File: src/rtl/sound_event_sequencer_pkg.sv
// Shared event codes, FSM states and note table for the sound event sequencer.
// Latency: none (types and constants only).
// Backpressure: none (types and constants only).
package snd_pkg;

   // Game event codes as they are stored in the event FIFO.
   typedef enum logic [1:0] {
      EV_NONE = 2'd0,
      EV_GOOD = 2'd1,
      EV_BAD  = 2'd2,
      EV_MOVE = 2'd3
   } event_t;

   // Note player states.
   typedef enum logic [1:0] {
      ST_IDLE = 2'd0,
      ST_PLAY = 2'd1,
      ST_GAP  = 2'd2
   } state_t;

   // Oscillator frequency codes for each playable event.
   localparam logic [7:0] FREQ_GOOD = 8'd89;
   localparam logic [7:0] FREQ_BAD  = 8'd126;
   localparam logic [7:0] FREQ_MOVE = 8'd149;

   // Number of distinct playable event kinds.
   localparam int MODE_TYPES = 3;

   function automatic logic [7:0] note_freq(input event_t ev);
      case (ev)
         EV_GOOD: note_freq = FREQ_GOOD;
         EV_BAD:  note_freq = FREQ_BAD;
         EV_MOVE: note_freq = FREQ_MOVE;
         default: note_freq = 8'd0;
      endcase
   endfunction

   // Note length in clock cycles; a move note is half the base length but
   // never shorter than one cycle.
   function automatic int note_len(input event_t ev, input int note_ticks);
      case (ev)
         EV_GOOD: note_len = note_ticks;
         EV_BAD:  note_len = 2 * note_ticks;
         EV_MOVE: note_len = (note_ticks / 2 < 1) ? 1 : note_ticks / 2;
         default: note_len = 0;
      endcase
   endfunction

endpackage

File: src/rtl/sound_event_sequencer_if.sv
// Event-in / tone-out bundle between the game logic, the sequencer and the oscillator.
// Latency: none (wires only).
// Backpressure: none; the sequencer reports overflow through drop instead of stalling.
// Ports: en, good_coll, bad_coll, move (events in); freq, play_sound, busy, drop,
//        queue_count (sequencer status/tone out).
interface sound_event_sequencer_if #(
   parameter int DEPTH = 4
) ();
   localparam int QW = $clog2(DEPTH + 1);

   logic          en;
   logic          good_coll;
   logic          bad_coll;
   logic          move;
   logic [7:0]    freq;
   logic          play_sound;
   logic          busy;
   logic          drop;
   logic [QW-1:0] queue_count;

   // Event source / tone consumer side.
   modport master (
      output en, good_coll, bad_coll, move,
      input  freq, play_sound, busy, drop, queue_count
   );

   // Sequencer side.
   modport slave (
      input  en, good_coll, bad_coll, move,
      output freq, play_sound, busy, drop, queue_count
   );
endinterface

File: src/rtl/sound_event_sequencer_event_fifo.sv
// Small synchronous FIFO of 2-bit event codes with flush and occupancy count.
// Latency: written on the push edge, head visible combinationally on dout the cycle after.
// Backpressure: push on full and pop on empty are ignored; caller reports drops.
// Ports: clk, rst, push, pop, flush, din -> dout, full, empty, count.
module event_fifo
   import snd_pkg::*;
#(
   parameter int DEPTH = 4
) (
   input  logic                         clk,
   input  logic                         rst,
   input  logic                         push,
   input  logic                         pop,
   input  logic                         flush,
   input  event_t                       din,
   output event_t                       dout,
   output logic                         full,
   output logic                         empty,
   output logic [$clog2(DEPTH+1)-1:0]   count
);
   localparam int AW = $clog2(DEPTH);
   localparam int CW = $clog2(DEPTH + 1);

   event_t        mem [DEPTH];
   logic [AW-1:0] wr_ptr;
   logic [AW-1:0] rd_ptr;
   logic          wr_en;
   logic          rd_en;

   assign full  = (count == CW'(DEPTH));
   assign empty = (count == '0);
   assign wr_en = push && !full;
   assign rd_en = pop && !empty;
   assign dout  = mem[rd_ptr];

   // DEPTH is a power of two, so the pointers wrap around on natural overflow.
   always_ff @(posedge clk) begin
      if (rst || flush) begin
         wr_ptr <= '0;
         rd_ptr <= '0;
         count  <= '0;
      end else begin
         if (wr_en) wr_ptr <= wr_ptr + AW'(1);
         if (rd_en) rd_ptr <= rd_ptr + AW'(1);
         count <= count + CW'(wr_en) - CW'(rd_en);
      end
   end

   // Storage needs no reset: entries are only read between valid pointers.
   always_ff @(posedge clk) begin
      if (wr_en && !rst && !flush) mem[wr_ptr] <= din;
   end

endmodule

File: src/rtl/sound_event_sequencer.sv
// Queued, timed note player feeding the tone oscillator from game-event pulses.
// Latency: pulse at edge t is queued at t; if idle and empty the note starts after edge t+1.
// Backpressure: none upstream; excess or coincident lower-priority pulses pulse drop.
// Ports: clk, rst (sync, active-high); bus.slave carries en, good_coll, bad_coll, move in
//        and freq, play_sound, busy, drop, queue_count out (all outputs registered).
module sound_event_sequencer
   import snd_pkg::*;
#(
   parameter int DEPTH      = 4,
   parameter int NOTE_TICKS = 25,
   parameter int GAP_TICKS  = 5
) (
   input  logic                    clk,
   input  logic                    rst,
   sound_event_sequencer_if.slave  bus
);
   localparam int QW = $clog2(DEPTH + 1);
   // Sized for the longest note; widened only if the gap were ever longer.
   localparam int CMAX = (2 * NOTE_TICKS > GAP_TICKS) ? 2 * NOTE_TICKS : GAP_TICKS;
   localparam int CW   = $clog2(CMAX + 1);

   state_t        state, state_n;
   logic [CW-1:0] cnt, cnt_n;
   logic [7:0]    freq_q, freq_n;
   logic          play_q, play_n;
   logic          busy_q, busy_n;
   logic          drop_q, drop_n;

   event_t        sel_ev;
   logic          lower_hit;
   logic          push_req;
   logic          pop;
   logic          load;
   event_t        head;
   logic          full;
   logic          empty;
   logic [QW-1:0] occ;
   logic [QW-1:0] occ_n;

   // Priority select: bad > good > move. Any lower pulse that loses is a drop.
   always_comb begin
      sel_ev = EV_NONE;
      if (bus.bad_coll)       sel_ev = EV_BAD;
      else if (bus.good_coll) sel_ev = EV_GOOD;
      else if (bus.move)      sel_ev = EV_MOVE;
   end

   assign lower_hit = (bus.bad_coll && (bus.good_coll || bus.move)) ||
                      (bus.good_coll && bus.move);
   assign push_req  = bus.en && (sel_ev != EV_NONE);

   event_fifo #(.DEPTH(DEPTH)) u_fifo (
      .clk   (clk),
      .rst   (rst),
      .push  (push_req),
      .pop   (pop),
      .flush (!bus.en),
      .din   (sel_ev),
      .dout  (head),
      .full  (full),
      .empty (empty),
      .count (occ)
   );

   // Next-state / output logic. A note load happens from IDLE or at the end
   // of a gap, so back-to-back notes never pass through IDLE.
   always_comb begin
      state_n = state;
      cnt_n   = cnt;
      freq_n  = freq_q;
      play_n  = play_q;
      load    = 1'b0;
      pop     = 1'b0;

      if (!bus.en) begin
         state_n = ST_IDLE;
         cnt_n   = '0;
         freq_n  = '0;
         play_n  = 1'b0;
      end else begin
         case (state)
            ST_IDLE: begin
               load = !empty;
            end
            ST_PLAY: begin
               if (cnt == CW'(1)) begin
                  state_n = ST_GAP;
                  cnt_n   = CW'(GAP_TICKS);
                  freq_n  = '0;
                  play_n  = 1'b0;
               end else begin
                  cnt_n = cnt - CW'(1);
               end
            end
            ST_GAP: begin
               if (cnt == CW'(1)) begin
                  if (!empty) begin
                     load = 1'b1;
                  end else begin
                     state_n = ST_IDLE;
                     cnt_n   = '0;
                  end
               end else begin
                  cnt_n = cnt - CW'(1);
               end
            end
            default: begin
               state_n = ST_IDLE;
               cnt_n   = '0;
               freq_n  = '0;
               play_n  = 1'b0;
            end
         endcase

         if (load) begin
            pop     = 1'b1;
            state_n = ST_PLAY;
            cnt_n   = CW'(note_len(head, NOTE_TICKS));
            freq_n  = note_freq(head);
            play_n  = 1'b1;
         end
      end
   end

   // Mirror of the FIFO's next occupancy so busy can be registered in step
   // with queue_count. Full is judged on pre-pop occupancy.
   always_comb begin
      if (!bus.en) occ_n = '0;
      else         occ_n = occ + QW'(push_req && !full) - QW'(pop);
   end

   assign busy_n = (state_n != ST_IDLE) || (occ_n != '0);
   assign drop_n = bus.en && (lower_hit || (push_req && full));

   always_ff @(posedge clk) begin
      if (rst) begin
         state  <= ST_IDLE;
         cnt    <= '0;
         freq_q <= '0;
         play_q <= 1'b0;
         busy_q <= 1'b0;
         drop_q <= 1'b0;
      end else begin
         state  <= state_n;
         cnt    <= cnt_n;
         freq_q <= freq_n;
         play_q <= play_n;
         busy_q <= busy_n;
         drop_q <= drop_n;
      end
   end

   assign bus.freq        = freq_q;
   assign bus.play_sound  = play_q;
   assign bus.busy        = busy_q;
   assign bus.drop        = drop_q;
   assign bus.queue_count = occ;

endmodule

File: src/flat_wrapper.sv
// flat-port wrapper written by rule: the top's interface ports become plain ports
module sound_event_sequencer_flat import snd_pkg::*;
#(
   parameter int DEPTH      = 4,
   parameter int NOTE_TICKS = 25,
   parameter int GAP_TICKS  = 5
)
  (clk, rst, bus_en, bus_good_coll, bus_bad_coll, bus_move, bus_freq, bus_play_sound, bus_busy, bus_drop, bus_queue_count);
  sound_event_sequencer_if #(.DEPTH(DEPTH)) bus_i ();
  input  logic clk;
  input  logic rst;
  input wire logic [$bits(bus_i.en)-1:0] bus_en;
  input wire logic [$bits(bus_i.good_coll)-1:0] bus_good_coll;
  input wire logic [$bits(bus_i.bad_coll)-1:0] bus_bad_coll;
  input wire logic [$bits(bus_i.move)-1:0] bus_move;
  output wire logic [$bits(bus_i.freq)-1:0] bus_freq;
  output wire logic [$bits(bus_i.play_sound)-1:0] bus_play_sound;
  output wire logic [$bits(bus_i.busy)-1:0] bus_busy;
  output wire logic [$bits(bus_i.drop)-1:0] bus_drop;
  output wire logic [$bits(bus_i.queue_count)-1:0] bus_queue_count;
  assign bus_i.en = bus_en;
  assign bus_i.good_coll = bus_good_coll;
  assign bus_i.bad_coll = bus_bad_coll;
  assign bus_i.move = bus_move;
  assign bus_freq = bus_i.freq;
  assign bus_play_sound = bus_i.play_sound;
  assign bus_busy = bus_i.busy;
  assign bus_drop = bus_i.drop;
  assign bus_queue_count = bus_i.queue_count;
  sound_event_sequencer #(.DEPTH(DEPTH), .NOTE_TICKS(NOTE_TICKS), .GAP_TICKS(GAP_TICKS)) u_core (.clk(clk), .rst(rst), .bus(bus_i));
endmodule
File: config.mk
export PLATFORM = sky130hd
export DESIGN_NAME = sound_event_sequencer_flat
export DESIGN_NICKNAME = d
export VERILOG_FILES = /design/src/rtl/sound_event_sequencer_pkg.sv /design/src/rtl/sound_event_sequencer_if.sv /design/src/rtl/sound_event_sequencer_event_fifo.sv /design/src/rtl/sound_event_sequencer.sv /design/src/flat_wrapper.sv
export SDC_FILE = /design/constraint.sdc
export NUM_CORES = 1
export LEC_CHECK = 0
export BUFFER_PORTS_ARGS = -buffer_cell sky130_fd_sc_hd__buf_2
export CORE_ASPECT_RATIO = 1.5
export CORE_UTILIZATION = 40
export CTS_BUF_LIST = sky130_fd_sc_hd__clkbuf_8
export CTS_CLUSTER_DIAMETER = 80
export DETAILED_ROUTE_END_ITERATION = 12
export GPL_TIMING_DRIVEN = 0
export MAX_ROUTING_LAYER = met4
export PLACE_DENSITY = 0.64
export SETUP_SLACK_MARGIN = 0.3
export SYNTH_ARGS = -nofsm -noshare
export SYNTH_HDL_FRONTEND = slang
export SYNTH_HIERARCHICAL = 1
export SYNTH_SLANG_ARGS = --single-unit
File: constraint.sdc
create_clock -name clk -period 4 [get_ports clk]
set_input_delay 0.8 -clock clk [delete_from_list [all_inputs] [get_ports clk]]
set_output_delay 0.8 -clock clk [all_outputs]
set_load 0.05 [all_outputs]
---- After elaboration in Yosys (flattened, before gate mapping) ----
Memory sizes are Yosys's and may differ from the RTL's. A register that Yosys moved wholly into a read port is not among the register bits.
Index checks and enable logic that the tools add are counted.
word-level totals
  flip-flop bits (word level) ............. 26
  bits in writable memories ............... 8
  input bits .............................. 6
  output and inout bits ................... 14
  logic and storage cells ................. 88
  memories kept ........................... 1
operators by class
  $add $sub $neg .......................... 6
  equal/unequal tests ..................... 11
  multiplexer cells ....................... 33
  bitwise logic cells ..................... 1
  reductions and logical operators ........ 27
memories
  name               words  bits a word  read ports  clocked after Yosys merged registers in  wr ports  line                                    RTL
  u_core.u_fifo.mem  4      2            1           1                                        1         sound_event_sequencer_event_fifo.sv:24  event_t mem [DEPTH];
operators by type and width
  kind                   count
  $pmux W6 S3            2
  $mux W6                4
  $pmux W8 S3            1
  $mux W2                10
  $mux W8                2
  $pmux W8 S2            1
  $logic_and A1 B1 Y1    9
  $mux W1                9
  $eq A2 B2 Y1 const B   3
  $eq A6 B1 Y1 const B   1
  $pmux W2 S3            1
  $sub A3 B1 Y3          2
  $sub A6 B1 Y6 const B  1
  $logic_or A1 B1 Y1     5
  $add A2 B1 Y2 const B  2
  $eq A2 B1 Y1 const B   2
  $logic_not A1 Y1       4
  $ne A2 B1 Y1 const B   2
  $ne A4 B3 Y1 const B   1
  $pmux W1 S2            2
  $reduce_and A2 Y1      2
  $reduce_bool A2 Y1     2
  $reduce_or A2 Y1       2
  $add A3 B1 Y3          1
  other kinds (7)        7

---- Depth between registers and ports, before layout ----
  depth in word-level cells ............... 11
  mapped depth ............................ 15
  mapped depth without buffers ............ 14

---- Hierarchy ----
The synthesis kept the hierarchy.
modules (own cells, without submodules)
  module                 times used  cells an instance  area each (sq um)  sequential area each (sq um)
  sound_event_sequencer  1           149                1,244.9            340.3
  event_fifo             1           59                 773.2              420.4

---- Least setup slack after synthesis ----
OpenSTA, ideal clock, no wires.
  path type ............................... reg2reg
  start ................................... reg u_core.u_fifo.count[1]
  end ..................................... reg u_core.busy_q, in the netlist u_core/bus.busy
  setup time .............................. 0.127 ns
  arrival ................................. 3.251 ns
  data required time ...................... 3.873 ns
  path slack .............................. 0.622 ns
  cell stages (with the launch flop) ...... 14
  buffers on the path ..................... 0
  clock period less this slack ............ 3.378 ns
  cell sequence ........................... dfxtp_1 -> nor3_2 -> nand3b_1 -> o22ai_2 -> and2_1 -> ha_1 -> inv_1 -> ha_1 -> inv_1 -> fa_1 -> xor2_1 -> xnor2_1 -> a31oi_1 -> or3_1
between the ends
  cells in the longest elaborated chain, start to end .. 11
  elaborated cells between the ends (all ways) .. 22
  classes of those cells .................. 2 x add/sub; 1 x eq/ne; 12 x mux; 7 x reduce/logical
RTL lines
  what                    line                                    RTL
  start, declared         sound_event_sequencer_event_fifo.sv:19  output logic [$clog2(DEPTH+1)-1:0] count
  start signal, assigned  sound_event_sequencer_event_fifo.sv:45  count <= count + CW'(wr_en) - CW'(rd_en);
  $logic_not A3 Y1 (*)    sound_event_sequencer_event_fifo.sv:31  assign empty = (count == '0);
  via u_core.empty        sound_event_sequencer.sv:36             logic empty;
  $mux W1                 sound_event_sequencer.sv:97             if (!empty) begin
  $mux W1                 sound_event_sequencer.sv:96             if (cnt == CW'(1)) begin
  $pmux W1 S2 (*)         sound_event_sequencer.sv:81             case (state)
  $mux W1 (*)             sound_event_sequencer.sv:75             if (!bus.en) begin
  $mux W1 (*)             sound_event_sequencer.sv:115            if (load) begin
  $mux W1 (*)             sound_event_sequencer.sv:75
  via u_core.pop          sound_event_sequencer.sv:32             logic pop;
  $sub A3 B1 Y3 (*)       sound_event_sequencer.sv:129            else occ_n = occ + QW'(push_req && !full) - QW'(pop);
  $mux W3 (*)             sound_event_sequencer.sv:128            if (!bus.en) occ_n = '0;
  $reduce_bool A3 Y1 (*)  sound_event_sequencer.sv:132            assign busy_n = (state_n != ST_IDLE) || (occ_n != '0);
  $logic_or A1 B1 Y1 (*)  sound_event_sequencer.sv:132
  end signal, assigned    sound_event_sequencer.sv:148            busy_q <= busy_n;
  end, declared           sound_event_sequencer.sv:26             logic busy_q, busy_n;
The timed path passes the listed nets; every way through them passes the cells marked *. The select of a mux whose other input is x is not followed.
A chain may end at the register's enable or synchronous reset.

---- Final worst setup path ----
  start ................................... reg u_core.state[1]
  end ..................................... reg u_core.busy_q, in the netlist u_core/bus.busy
between the ends
  cells in the longest elaborated chain, start to end .. 9
  elaborated cells between the ends (all ways) .. 18
  classes of those cells .................. 1 x add/sub; 2 x eq/ne; 11 x mux; 4 x reduce/logical
RTL lines
  what                                                     line                          RTL
  start, declared                                          sound_event_sequencer.sv:22   state_t state, state_n;
  start signal, assigned                                   sound_event_sequencer.sv:144  state <= state_n;
  $eq A2 B2 Y1 / $logic_not A2 Y1 (equally long branches)  sound_event_sequencer.sv:81
  $pmux W1 S2 (*)                                          sound_event_sequencer.sv:81
  $mux W1 (*)                                              sound_event_sequencer.sv:75
  $mux W1 (*)                                              sound_event_sequencer.sv:115
  $mux W1 (*)                                              sound_event_sequencer.sv:75
  via u_core.pop                                           sound_event_sequencer.sv:32
  $sub A3 B1 Y3 (*)                                        sound_event_sequencer.sv:129
  $mux W3 (*)                                              sound_event_sequencer.sv:128
  $reduce_bool A3 Y1 (*)                                   sound_event_sequencer.sv:132
  $logic_or A1 B1 Y1 (*)                                   sound_event_sequencer.sv:132
Marked as above.

==> results.cfg <==
[critical_path]
crit_slowest_cell = sky130_fd_sc_hd__o22ai_2
worstRegToRegCells = 15
crit_family = adder cells
rr_startpoint = u_core/state[1]$_SDFF_PP0_
worstSetupEndpointType = flip-flop
rr_endpoint = u_core/bus.busy$_SDFF_PP0_
path_max_fanout = 10
data_arrival_time_of_the_worst_path_ps = 3590
critPathKind = flip-flop to flip-flop
crit_path_cell_trace = inv_1 -> ha_1 -> clkbuf_1 -> inv_2 -> o22ai_2 -> and2_1 -> ha_1 -> inv_1 -> ha_1 -> inv_1 -> fa_1 -> xor2_1 -> xnor2_1 -> a31oi_1 -> or3_1
setup.reg_to_reg.worst_slack_ps = 590
path_buf_inv = 5
startpoint_type = flip-flop
cp.required_ps = 4180
crit_path_max_incr_delay_ps = 410

[global_route]
grt_start_max_net_pins = 13
grt_antenna_before_repair = 0
via_count_of_the_first_global_routing_pass = 1514
grt_overflow = 0
grt_usage_pct = 17.49
grt_first_pass_wirelength_mm = 6.782

[timing]
timing.final.setup_violations = 0
grt_setup_unrepaired = false
final_period_minus_worst_setup_slack_ps = 3413
clock_skew_ps = 5.082
fin_setup_tns_ps = 0
min_period_over_period_pct = 85.32
slew-limit-headroom_pct = 42.88
fmaxAchievable_mhz = 293.0
worst_pin_slew_ps = 848.9
final_max_slew_viol_count = 0
timing_hold_violations_final = 0

[floorplan]
std_cell_rows = 31
die_height_um = 89.00
initial_core_util_pct = 41.63
die_x_um = 60.00
dieArea_mm2 = 0.005339
floorplan.core_area_mm2 = 0.004848
io_pins = 20

[placement]
portBuffers = 19
place_inst = 293
gpl.final_weighted_congestion = 0.8937
postPlaceCellArea_mm2 = 0.002196
dp_hpwl_mm = 2.998

[synthesis]
ys_async_sr_fraction_pct = 0
postSynthAreaPerCell_um2 = 9.703
post-synth-top-area-cell = sky130_fd_sc_hd__dfxtp_1
synth.ff_latch_count = 34
synth.area.top_cells = sky130_fd_sc_hd__dfxtp_1 (26%), sky130_fd_sc_hd__ha_1 (12%), sky130_fd_sc_hd__edfxtp_1 (12%)
distinct_cell_type_count_after_synthesis = 55
synth_seq_area_share_pct = 37.69
synth-edff-count = 8
yosysWarningCount = 6
syn-instance-count = 208
synth.cell_area_mm2 = 0.002018
synth_top_cell_area_share_pct = 25.79
synth.net_count = 236
ys_dominant_reg_cell = sky130_fd_sc_hd__dfxtp_1

[min_path]
worst_hold_path.num_cells = 1
hold_path_startpoint = u_core/bus.freq[4]$_SDFFE_PP0P_
min_to = u_core/bus.freq[4]$_SDFFE_PP0P_
timing.hold.worst.class = flip-flop to flip-flop

[layout]
multi_input_area_mm2 = 0.001135
final_area_mm2 = 0.002340
stdcell_count = 301
final_layout_net_count = 262
area.sequential_um2 = 760.7
fillCellCount = 486
mostFrequentLayoutCell = sky130_fd_sc_hd__dfxtp_1
area_growth_syn_to_layout_pct = 15.93
mostFrequentLayoutCells = sky130_fd_sc_hd__dfxtp_1 (26), sky130_fd_sc_hd__buf_2 (20), sky130_fd_sc_hd__ha_1 (20), sky130_fd_sc_hd__inv_1 (18), sky130_fd_sc_hd__nor2_1 (13)
antenna-diode-count = 0
drive_gt1_share_pct = 19.15

[clock_tree]
post-cts-setup-buffers = 0
root_buffer_selected_by_cts = sky130_fd_sc_hd__clkbuf_8
tritoncts = built
clk_pin_slew_worst_paths_ps = 70
worstSkewPairLatency_ps = 290
cts_max_path_buffers = 2
htreeDepth = 2
cts.sinks = 34
numCtsBuffers = 5

[power_and_ir_drop]
pwr_cell_area_mw_per_mm2 = 366.2
power_leakage_uw = 0.001028
irDropWorstVdd_mv = 0.2546

[routing]
drt_drc_violations_left = 0
vias = 1578
detail_route.vias_per_cell = 5.243
per_cell_routed_wire_length_um = 13.29
wl_mm = 4.001
first_pass_iters = 4
final_antenna_net_count = 0
drtIter0Drc = 47

[status]
run_status = finished, final reports clean

[flow_run]
max-cap-violations = 0
## per-layer routing
metal	wire length, µm	track usage (%)
met2	2103	30.51
met1	1681	18.37
met4	82	7.822
met5	0	-
met3	134	4.052
## repair_timing
action	CTS	global route
hold buffers	0	0
resized for setup	0	1
setup endpoints to repair	0	1
## cell families (layout without fill, tap and decap cells)
group / after synthesis / in the layout / synth area share [%]
simple gates: 65 / 65 / 17.73
flops: 34 / 34 / 37.69
buf+inv: 28 / 55 / 6.385
compound gates: 46 / 46 / 16.43
mux: 6 / 6 / 4.278
fa+ha+maj: 23 / 23 / 14.88
xor+xnor: 6 / 6 / 2.604
## worst max path at each step
stage,start,to,slack [ps],depth (start not counted)
6_report,u_core/state[1]$_SDFF_PP0_,u_core/bus.busy$_SDFF_PP0_,590,15
5_1_grt,u_core/state[0]$_SDFF_PP0_,u_core/bus.busy$_SDFF_PP0_,310,15
4_1_cts,u_core/u_fifo/count[1]$_SDFF_PP0_,u_core/bus.busy$_SDFF_PP0_,530,13
3_5_place_dp,u_core/u_fifo/count[1]$_SDFF_PP0_,u_core/bus.busy$_SDFF_PP0_,560,13
3_3_place_gp,u_core/u_fifo/count[1]$_SDFF_PP0_,u_core/bus.busy$_SDFF_PP0_,550,13
2_1_floorplan,u_core/u_fifo/count[1]$_SDFF_PP0_,u_core/bus.busy$_SDFF_PP0_,620,13
## metrics by stage
| step | utilization (%) | total power, µW | setup slack (ps) | hold WS [ps] |
|---|---|---|---|---|
| final | 48.26 | 856.9 | 587.1 | 469.9 |
| after global routing | 48.26 | 888.8 | 313.1 | 495.9 |
| after CTS | 48.13 | 867.1 | 530.3 | 480.3 |
| after detailed placement | 45.29 | 476.4 | 555.2 | 458.7 |
| after global placement | 45.29 | 475.1 | 553.6 | 460.8 |
| after floorplan | - | 449.7 | 621.6 | 458.4 |
## flip-flops by register name (all words and copies together) (netlist names), named ones only
signal,count
u_core/bus.freq,6
u_core/cnt,6
u_core/bus.busy,1
u_core/u_fifo/wr_ptr,2
u_core/bus.drop,1
u_core/bus.play_sound,1
u_core/u_fifo/rd_ptr,2
u_core/u_fifo/mem,8
u_core/u_fifo/count,3
u_core/state,2
## where the power goes
group          internal (µW)  total [µW]  switching (µW)
logic                   35.9         104            68.3
clock network            250         388             138
registers                358         365            6.52
total                    644         857             213
## final cells by class
class | instances | share of cell area [%]
clock inverters | 3 | 2.941
plain buffers | 7 | 2.139
multi-input cells | 146 | 48.50
flip-flops and latches | 34 | 32.51
clock buffers | 5 | 2.941
well taps | 66 | 3.529
inverters | 21 | 3.369
repair buffers | 19 | 4.064
## cell usage after synthesis (all sizes together) (2+ instances only)
cell and n:
xor2 2, o22ai 3, and3 5, nor2 14
a31oi 5, inv 21, mux4 2, nor3 10
nand3b 2, a21oi 7, o211ai 2, nand3 3
dfxtp 26, clkbuf 2, nor2b 2, a21boi 2
a211oi 2, a32oi 2, o21ai 8, or3 6
nand2 11, nor4 2, o211a 2, and2 4
buf 5, a22o 6, edfxtp 8, mux2i 3
ha 20, xnor2 4, fa 2
Power figures use the tool's default switching activity.
